[src/rtl/int_pkg.sv]
// Shared definitions for the interrupt controller.
//   state_e      : handshake FSM states (idle / requesting / in service)
//   NSrcDefault  : default number of interrupt sources
//   VecWDefault  : default vector width (2**VecWDefault >= NSrcDefault)
package int_pkg;

  localparam int unsigned NSrcDefault = 4;
  localparam int unsigned VecWDefault = 2;

  typedef enum logic [1:0] {
    StIdle    = 2'b00,
    StReq     = 2'b01,
    StService = 2'b10
  } state_e;

endpackage

[src/rtl/prio_enc.sv]
// Find-first-set with a rotating start offset.
// Scans req starting at index 'start' upward, wrapping past NSRC-1 back to 0.
// Ports:
//   req   : request bits, one per source
//   start : index scanned first
//   found : at least one request bit is set
//   idx   : first set index encountered in scan order
module prio_enc
  import int_pkg::*;
#(
  parameter int unsigned NSRC  = NSrcDefault,
  parameter int unsigned VEC_W = VecWDefault
) (
  input  logic [NSRC-1:0]  req,
  input  logic [VEC_W-1:0] start,
  output logic             found,
  output logic [VEC_W-1:0] idx
);

  always_comb begin : scan
    logic [VEC_W-1:0] pos;
    found = 1'b0;
    idx   = '0;
    pos   = '0;
    for (int unsigned k = 0; k < NSRC; k++) begin
      // j < NSRC <= 2**VEC_W, so the narrowing cast is lossless
      pos = VEC_W'((32'(start) + k) % NSRC);
      if (!found && req[pos]) begin
        found = 1'b1;
        idx   = pos;
      end
    end
  end

endmodule

[src/rtl/int_controller.sv]
// Interrupt controller: latches rising edges of irq_in, masks them with a
// software-written enable register, and runs a single-level
// request / ack / end-of-interrupt handshake with the cpu.
// Build option: define INT_ROTATE_EN for rotating priority (search starts
// after the last acknowledged source); otherwise index 0 is highest priority.
// Ports:
//   clk, reset  : clock and synchronous active-high reset
//   irq_in      : raw level request lines
//   cfg_we      : write strobe for the enable mask, cfg_data is the new mask
//   int_ack     : cpu accepts the current request
//   eoi         : cpu finished servicing
//   int_req     : interrupt request to cpu (registered)
//   int_vec     : index of requested / in-service source
//   in_service  : cpu is servicing an interrupt (registered)
//   pend_out    : pending register
//   mask_out    : current enable mask
module int_controller
  import int_pkg::*;
#(
  parameter int unsigned NSRC  = NSrcDefault,
  parameter int unsigned VEC_W = VecWDefault
) (
  input  logic             clk,
  input  logic             reset,
  input  logic [NSRC-1:0]  irq_in,
  input  logic             cfg_we,
  input  logic [NSRC-1:0]  cfg_data,
  input  logic             int_ack,
  input  logic             eoi,
  output logic             int_req,
  output logic [VEC_W-1:0] int_vec,
  output logic             in_service,
  output logic [NSRC-1:0]  pend_out,
  output logic [NSRC-1:0]  mask_out
);

  logic [NSRC-1:0]  irq_prev_q;
  logic [NSRC-1:0]  pend_q, pend_d;
  logic [NSRC-1:0]  mask_q;
  logic [NSRC-1:0]  rise, clr, eligible;
  state_e           state_q, state_d;
  logic [VEC_W-1:0] vec_q, vec_d;
  logic             req_q, svc_q;
  logic             ack_fire;
  logic             enc_found;
  logic [VEC_W-1:0] enc_idx, enc_start;

  assign rise     = irq_in & ~irq_prev_q;
  assign eligible = pend_q & mask_q;
  assign ack_fire = (state_q == StReq) && int_ack;
  assign clr      = ack_fire ? (NSRC'(1) << vec_q) : '0;
  // A new edge on the bit being cleared wins, so it stays pending
  assign pend_d   = (pend_q & ~clr) | rise;

`ifdef INT_ROTATE_EN
  logic [VEC_W-1:0] ptr_q;

  always_ff @(posedge clk) begin
    if (reset) begin
      ptr_q <= '0;
    end else if (ack_fire) begin
      ptr_q <= vec_q;
    end
  end

  // Wrap at 2**VEC_W is harmless: the encoder reduces modulo NSRC
  assign enc_start = ptr_q + VEC_W'(1);
`else
  assign enc_start = '0;
`endif

  prio_enc #(
    .NSRC  (NSRC),
    .VEC_W (VEC_W)
  ) u_prio_enc (
    .req   (eligible),
    .start (enc_start),
    .found (enc_found),
    .idx   (enc_idx)
  );

  always_comb begin
    state_d = state_q;
    vec_d   = vec_q;
    unique case (state_q)
      StIdle: begin
        if (enc_found) begin
          state_d = StReq;
          vec_d   = enc_idx;
        end
      end
      StReq: begin
        if (int_ack) state_d = StService;
      end
      StService: begin
        if (eoi) state_d = StIdle;
      end
      default: state_d = StIdle;
    endcase
  end

  always_ff @(posedge clk) begin
    if (reset) begin
      irq_prev_q <= '0;
      pend_q     <= '0;
      mask_q     <= '0;
      state_q    <= StIdle;
      vec_q      <= '0;
      req_q      <= 1'b0;
      svc_q      <= 1'b0;
    end else begin
      irq_prev_q <= irq_in;
      pend_q     <= pend_d;
      if (cfg_we) mask_q <= cfg_data;
      state_q    <= state_d;
      vec_q      <= vec_d;
      req_q      <= (state_d == StReq);
      svc_q      <= (state_d == StService);
    end
  end

  assign int_req    = req_q;
  assign in_service = svc_q;
  assign int_vec    = vec_q;
  assign pend_out   = pend_q;
  assign mask_out   = mask_q;

endmodule
[config.mk]
export PLATFORM = sky130hd
export DESIGN_NAME = int_controller
export DESIGN_NICKNAME = d
export VERILOG_FILES = /design/src/rtl/int_pkg.sv /design/src/rtl/prio_enc.sv /design/src/rtl/int_controller.sv
export SDC_FILE = /design/constraint.sdc
export NUM_CORES = 1
export LEC_CHECK = 0
export BUFFER_PORTS_ARGS = -buffer_cell sky130_fd_sc_hd__buf_2
export CAP_MARGIN = 25
export CORE_MARGIN = 10
export CORE_UTILIZATION = 48
export DETAILED_ROUTE_END_ITERATION = 8
export MAX_ROUTING_LAYER = met4
export PLACE_DENSITY = 0.79
export SYNTH_ARGS = -nofsm -noshare
export SYNTH_HDL_FRONTEND = slang
export SYNTH_SLANG_ARGS = --single-unit
[constraint.sdc]
create_clock -name clk -period 2 [get_ports clk]
set_input_delay 0.3 -clock clk [delete_from_list [all_inputs] [get_ports clk]]
set_output_delay 0.3 -clock clk [all_outputs]
set_load 0.1 [all_outputs]
# == Yosys cells after proc, flatten, opt, wreduce, memory -nomap -nowiden ==
# Cells that the tools add are included.
# classes
n_shift,1
muxes,12
bitwise,6
eq_ne,4
n_reduce_logical,9
# ops
op,count
AND 4 bit,3
two-way mux 2 bit,5
NOT 4 bit,2
one-hot mux 2 bit (3 select lines),1
two-way mux 1 bit,5
"== test 2 x 1 -> 1 bit, second input constant",2
"== test 2 bit, second input constant",2
logical AND 1 bit,4
two-way mux 4 bit,1
bitwise OR 4 bit,1
"<< shifter 1 x 2 -> 4 bit, first input constant",1
zero test 1 bit,3
zero test 2 bit,1
AND reduction 2 bit,1
# totals
out_inout_bits,12
wordCells,39
reg_bits,18

# == Depth between registers and ports, before layout ==
# Gate-level depths: netlist (run 1).
# depth
word_depth,14
depth_mapped,4
depth_no_buf,4

# == By module ==
# Synthesis (run 1) repeated with hierarchy kept, for this count alone.
# hier_totals
cells_unflattened,82
hier_area_um2,738.2
# by_module_without_submodules
mod,instances,cells_per_inst,area_per_inst_um2
int_controller,1,67,660.6
prio_enc,1,15,77.6

# == Worst setup path after synthesis (run 1) ==
# OpenSTA, ideal clock, no wires.
# synth_path
kind,register to register
startpoint,reg mask_q[1] (netlist: mask_out[1])
endpoint,reg vec_q[0] (netlist: int_vec[0])
required_time_ns,1.939
synth_period_minus_slack_ns,1.843
arrival_time_ns,1.782
path_stages_with_launch,5
setup_ns,0.061
slack_ns,0.157
path_buffers,0
cell_sequence,dfxtp_1 > a22o_1 > o21ai_0 > a2111oi_0 > a31o_2
# synth_via
elab_chain_len,10
elab_cells_between_ends,13
classes_between,mux (6); bitwise (1); reduce/logical (6)
# synth_rtl
element,line_no,text
from (decl),int_controller.sv:39,logic [NSRC-1:0] mask_q;
from (signal assigned),int_controller.sv:114,if (cfg_we) mask_q <= cfg_data;
AND 4 bit *,int_controller.sv:49,assign eligible = pend_q & mask_q;
logical AND 1 bit *,prio_enc.sv:28,if (!found && req[pos]) begin
two-way mux 1 bit,prio_enc.sv:28,
zero test 1 bit,prio_enc.sv:28,
logical AND 1 bit,prio_enc.sv:28,
two-way mux 1 bit,prio_enc.sv:28,
zero test 1 bit,prio_enc.sv:28,
logical AND 1 bit,prio_enc.sv:28,
two-way mux 1 bit,prio_enc.sv:28,
AND reduction 2 bit (no source line),--,
to (signal assigned),int_controller.sv:116,vec_q <= vec_d;
to (decl),int_controller.sv:42,"logic [VEC_W-1:0] vec_q, vec_d;"
# Every way passes the cells marked *; elsewhere a longest branch is shown, timed or not.
# A chain may end at the register's enable or synchronous reset.

# == Worst setup path in the final report (run 1) ==
# layout_path
startpoint,reg vec_q[1] (netlist: int_vec[1])
endpoint,out int_vec[1]
# layout_rtl
element,line_no,text
to (decl),int_controller.sv:31,"output logic [VEC_W-1:0] int_vec,"
# No word-level cell between the ends.

==> results of run 1 <==
[worst min-delay path, stage by stage]
cell and delay (ps):
buf_2 80, nand2_1 50, inv_1 40
[sequential cells by signal (all words and copies together) (netlist names)]
name	flops
irq_prev_q	4
mask_out	4
pend_out	4
int_vec	2
state_q	2
in_service	1
int_req	1
[where the power goes]
part           total (mW)  switching (mW)  internal, mW
combinational       0.213           0.170        0.0430
sequential          0.406          0.0219         0.384
clock               0.216           0.105         0.111
[through the flow]
stage	cell area, um2	util [%]	setup slack [ps]	instances	hold WS, ps
finish	813	63.3	504	106	209
global route	813	63.3	456	106	222
CTS	813	63.3	507	106	201
detailed placement	777	60.5	631	102	416
global placement	777	60.5	676	102	405
floorplan	646	-	157	65	383
[layout make-up]
type | instances | area, um2 | area share, %
flip-flops and latches | 18 | 360 | 44.3
inverters | 5 | 18.8 | 2.31
clock buffers | 4 | 36.3 | 4.46
repair buffers | 24 | 120 | 14.8
multi-input cells | 40 | 259 | 31.8
well taps | 15 | 18.8 | 2.31
[how the worst min path moves through the flow]
stage | start | endpoint | depth (start not counted)
global placement | irq_prev_q[1] | pend_out[1] | 1
detailed placement | irq_prev_q[2] | pend_out[2] | 1
global route | irq_in[2] | irq_prev_q[2] | 3
finish | irq_in[2] | irq_prev_q[2] | 3
CTS | irq_in[2] | irq_prev_q[2] | 3
floorplan | reset | irq_prev_q[0] | 1
[metal layers]
metal	global-route usage (%)	share of wire (%)	wire length [um]
met5	-	0	0
met2	15.4	47	688
met3	6.07	9.5	139
met4	2.06	0.75	11
met1	10.1	43	630
[cells by family (layout without fill, tap and decap cells)]
family                 count (synthesis)  count (layout)  synth area share [%]
buffers and inverters                  7              33                  4.07
and+or+nand+nor                       19              19                  14.0
AOI/OAI and AO/OA                     17              17                  20.0
DFF                                   18              18                  55.8
muxes                                  4               4                  6.20
[cell usage in the layout (no fill, tap or decap)]
master	instances
a32o_1	2
a2111oi_0	3
nor2_1	8
o211ai_1	2
nor2b_1	2
a32oi_1	1
clkbuf_8	1
mux2i_1	4
or3b_1	1
a31o_2	1
a21oi_1	2
o21ai_0	3
clkbuf_4	3
nor3_1	1
inv_1	5
dfxtp_1	18
buf_2	24
a211oi_1	1
and3b_2	1
a22o_1	2
nand3_1	1
nand2_1	5
==> out/qor.yml, run 1 <==
clock_network:
  htree_num_levels: 1
  hold_buffers: 0
  tritoncts: "built"
  tritoncts_num_sinks: 18
  clk_pin_slew_ps: 100
  cts_resized: 0
  cts-root-buf: "clkbuf_4"
  cts_buffer_depth: 2
  post_cts_buffers: 0
  cts_made_buffers: 3
  clk_latency_ps: 290
setup_path:
  reg2regPathDepth: 3
  path_class: "register to output pin"
  worstPathCellList: "buf_2"
  path_delay_family: "buffers and inverters"
  critPathSlowestCell: "buf_2"
  crit_path_end: "int_vec[1]"
  cp.arrival_ps: 1200
  reg2reg_slack_ps: 620
  r2r-start: "state_q[0]"
  crit_buf_inv: 1
  crit_path_max_fanout: 6
  setup.worst_path.start: "int_vec[1]"
  crit_cells: 1
  end_kind: "output pin"
  start_kind: "register"
  cp.required_ps: 1700
  max_stage_delay_ps: 470
  worst_r2r_endpoint: "pend_out[0]"
synth:
  yosys.area.top_type_share_pct: 55.8
  synthFlopType: "dfxtp_1"
  synth_async_sr_flop_share_pct: 0
  synth_top_cell_by_area: "dfxtp_1"
  syn_avg_cell_area_um2: 9.93
  yosysSeqAreaShare_pct: 55.8
  syn-cell-area_um2: 646
  ys_seq_elements: 18
  synth_edf_count: 0
  synth_common_cells: "dfxtp_1, nor2_1, inv_1, nand2_1, mux2i_1"
  synth_most_common_cell: "dfxtp_1"
  yosys.cell_types.count: 20
  synthesis.nets: 78
  synth.area.top_cells: "dfxtp_1, mux2i_1, nor2_1"
  postSynthCellCount: 65
  yosys_warnings: 0
power_and_ir_drop:
  vdd_drop_max_v: 0.000769
  power.density_mw_per_mm2: 1030
  p_leak_nw: 0.384
  p_total_uw: 835
final_layout:
  area_growth_pct: 26.0
  layout.nets: 105
  antennaDiodeCount: 0
  drive_above_1_share_pct: 33.0
  fill_cells: 116
floorplanning:
  fp.coreArea_mm2: 0.00128
  die_w_um: 56.7
  ioPinCount: 25
  num_rows: 13
  initial_core_util_pct: 50.2
  die_h_um: 56.7
  die_area_mm2: 0.00321
sta:
  rsz0062_at_grt: "no"
  hold_viol_final: 0
  layout_min_cycle_time_ps: 1500
  drv_slew: 0
  fin_skew_ps: 6.75
  slew_headroom_pct: 67.4
  setup_viol: 0
  tns_ps: 0
  final.period_utilization_pct: 74.8
  worstMarginPinSlew_ps: 493
  fmax_mhz: 668
drt:
  vias_per_cell: 5.45
  antenna_left: 0
  drtIter0Drc: 8
  wl_per_cell_um: 13.9
  first_pass_iters: 2
  wl_mm: 1.47
  drc: 0
  vias: 578
place:
  hpwlAfterDp_mm: 1.15
  gp_congestion: 0.819
  numPortBuffers: 24
hold_path:
  hold_path.class: "primary input to register"
global_routing:
  grt_pass1_vias: 582
  grt_max_degree: 14
  grt-ovfl-total: 0
  antenna_found_initial: 0
  grt_use_total_pct: 9.75
  grt_first_pass_wirelength_mm: 2.53
run:
  max_cap_viol_count: 0
outcome:
  status: "finished clean"
No activity file was read; power rests on OpenSTA's default activity.
==> run 2: changes to the inputs <==
- CORE_UTILIZATION: 48 -> 45
- PLACE_DENSITY: 0.79 -> 0.75
- clock period: 2 -> 1.57 ns (I/O delays scaled with it)
==> out/qor.yml, run 2 (synthesis gave the netlist of run 1 again) <==
setup_path:
  path_delay_family: "buffers and inverters"
  crit_path_max_fanout: 6  # unchanged
  max_stage_delay_ps: 480  # about the same
  cp.required_ps: 1330  # -370 ps
  critPathSlowestCell: "buf_2"
  cp.arrival_ps: 1220  # +20 ps
  end_kind: "output pin"
  crit_buf_inv: 1  # unchanged
  path_class: "register to output pin"
  start_kind: "register"
  worstPathCellList: "buf_2"
place:
  dp_worst_setup_slack_ps: 220  # -411 ps
  hpwlAfterDp_mm: 1.18  # +2.9%
  gp_congestion: 0.744  # -9.1%
  dpl_cell_area_um2: 787  # +1.3%
  numPortBuffers: 24  # unchanged
  place_inst: 102  # unchanged
run:
  max_cap_viol_count: 0  # unchanged
sta:
  slew_headroom_pct: 67.4  # about the same
  hold_viol_final: 0  # unchanged
  fmax_mhz: 689
  rsz0062_at_grt: "no"
  drv_slew: 0  # unchanged
  final.period_utilization_pct: 92.5
  fin_skew_ps: 4.72  # -2.02 ps
  layout_min_cycle_time_ps: 1450
  setup_slack_ps: 118  # -386 ps
  tns_ps: 0  # unchanged
  worstMarginPinSlew_ps: 492  # -0.969 ps
  holdWs_ps: 138  # -70.9 ps
  setup_viol: 0  # unchanged
global_routing:
  grt-ovfl-total: 0  # unchanged
  grt_pass1_vias: 583  # +0.17%
  grt_first_pass_wirelength_mm: 2.57  # +1.6%
  grt_max_degree: 14  # unchanged
  antenna_found_initial: 0  # unchanged
  grt_use_total_pct: 9.66  # -0.089 points
clock_network:
  hold_buffers: 0  # unchanged
  clk_latency_ps: 280  # about the same
  tritoncts_num_sinks: 18  # unchanged
  cts_buffer_depth: 2  # unchanged
  cts_made_buffers: 3  # unchanged
  tritoncts: "built"
  htree_num_levels: 1  # unchanged
  post_cts_buffers: 0  # unchanged
  cts-root-buf: "clkbuf_4"
  cts_resized: 0  # unchanged
  clk_pin_slew_ps: 100  # about the same
floorplanning:
  fp.coreArea_mm2: 0.00133  # +3.8%
  die_h_um: 57.9  # +2.1%
  die_area_mm2: 0.00335  # +4.3%
  num_rows: 13  # unchanged
  initial_core_util_pct: 48.4  # -1.8 points
  ioPinCount: 25  # unchanged
  die_w_um: 57.9  # +2.1%
final_layout:
  drive_above_1_share_pct: 41.8  # +8.8 points
  area_growth_pct: 27.5
  layout.nets: 105  # unchanged
  stdcell_count: 106  # unchanged
  fin_area_um2: 823  # +1.2%
  final_common_cell: "buf_2"
  layout_common_cells: "buf_2, dfxtp_1, nor2_1, dfxtp_2"
  antennaDiodeCount: 0  # unchanged
drt:
  drtIter0Drc: 11  # +3
  wl_mm: 1.52  # +3.3%
  drc: 0  # unchanged
  vias: 555  # -4.0%
  first_pass_iters: 4  # +2
  wl_per_cell_um: 14.3  # +3.3%
  antenna_left: 0  # unchanged
  vias_per_cell: 5.24  # -4.0%
power_and_ir_drop:
  power.density_mw_per_mm2: 1290  # +26%
  p_leak_nw: 0.386  # +0.57%
  vdd_drop_max_v: 0.000764  # -0.64%
hold_path:
  hold_path.class: "primary input to register"
outcome:
  status: "finished clean"
[run 2: per-layer routing]
layer / wire (um) / global-route usage [%]
met1: 736 / 10.8
met5: 0 / -
met2: 656 / 14.7
met3: 111 / 3.49
met4: 12 / 5.03
[run 2: final timing paths]
check / from / end / slack [ps] / depth (start not counted)
max reg2reg: state_q[0] / pend_out[0] / 190 / 3
max: int_vec[1] / int_vec[1] / 120 / 1
min reg2reg: irq_prev_q[2] / pend_out[2] / 420 / 1
min: irq_in[1] / irq_prev_q[1] / 140 / 3
[run 2: worst register-to-register path, cell delays in order (launching register included)]
cell,delay [ps]
dfxtp_1,410
and3b_2,260
or3b_1,350
a32o_1,250
[run 2: final cells by class]
class | count | area, um2
flip-flops and latches | 18 | 370
repair buffers | 24 | 120
well taps | 15 | 18.8
inverters | 5 | 18.8
fillers | 124 | 510
multi-input cells | 40 | 259
clock buffers | 4 | 36.3
[run 2: power breakdown]
part | leakage [nW] | internal, mW | switching [mW] | total [mW]
Clock | 0.0210 | 0.141 | 0.131 | 0.272
Combinational | 0.214 | 0.0549 | 0.216 | 0.271
Sequential | 0.151 | 0.493 | 0.0280 | 0.521
[run 2: through the flow]
stage          power [mW]  utilization [%]
6_report             1.06             61.7
5_1_grt              1.11             61.7
4_1_cts              1.08             61.7
3_5_place_dp        0.804             59.0
3_3_place_gp        0.800             59.0
2_1_floorplan       0.750                -
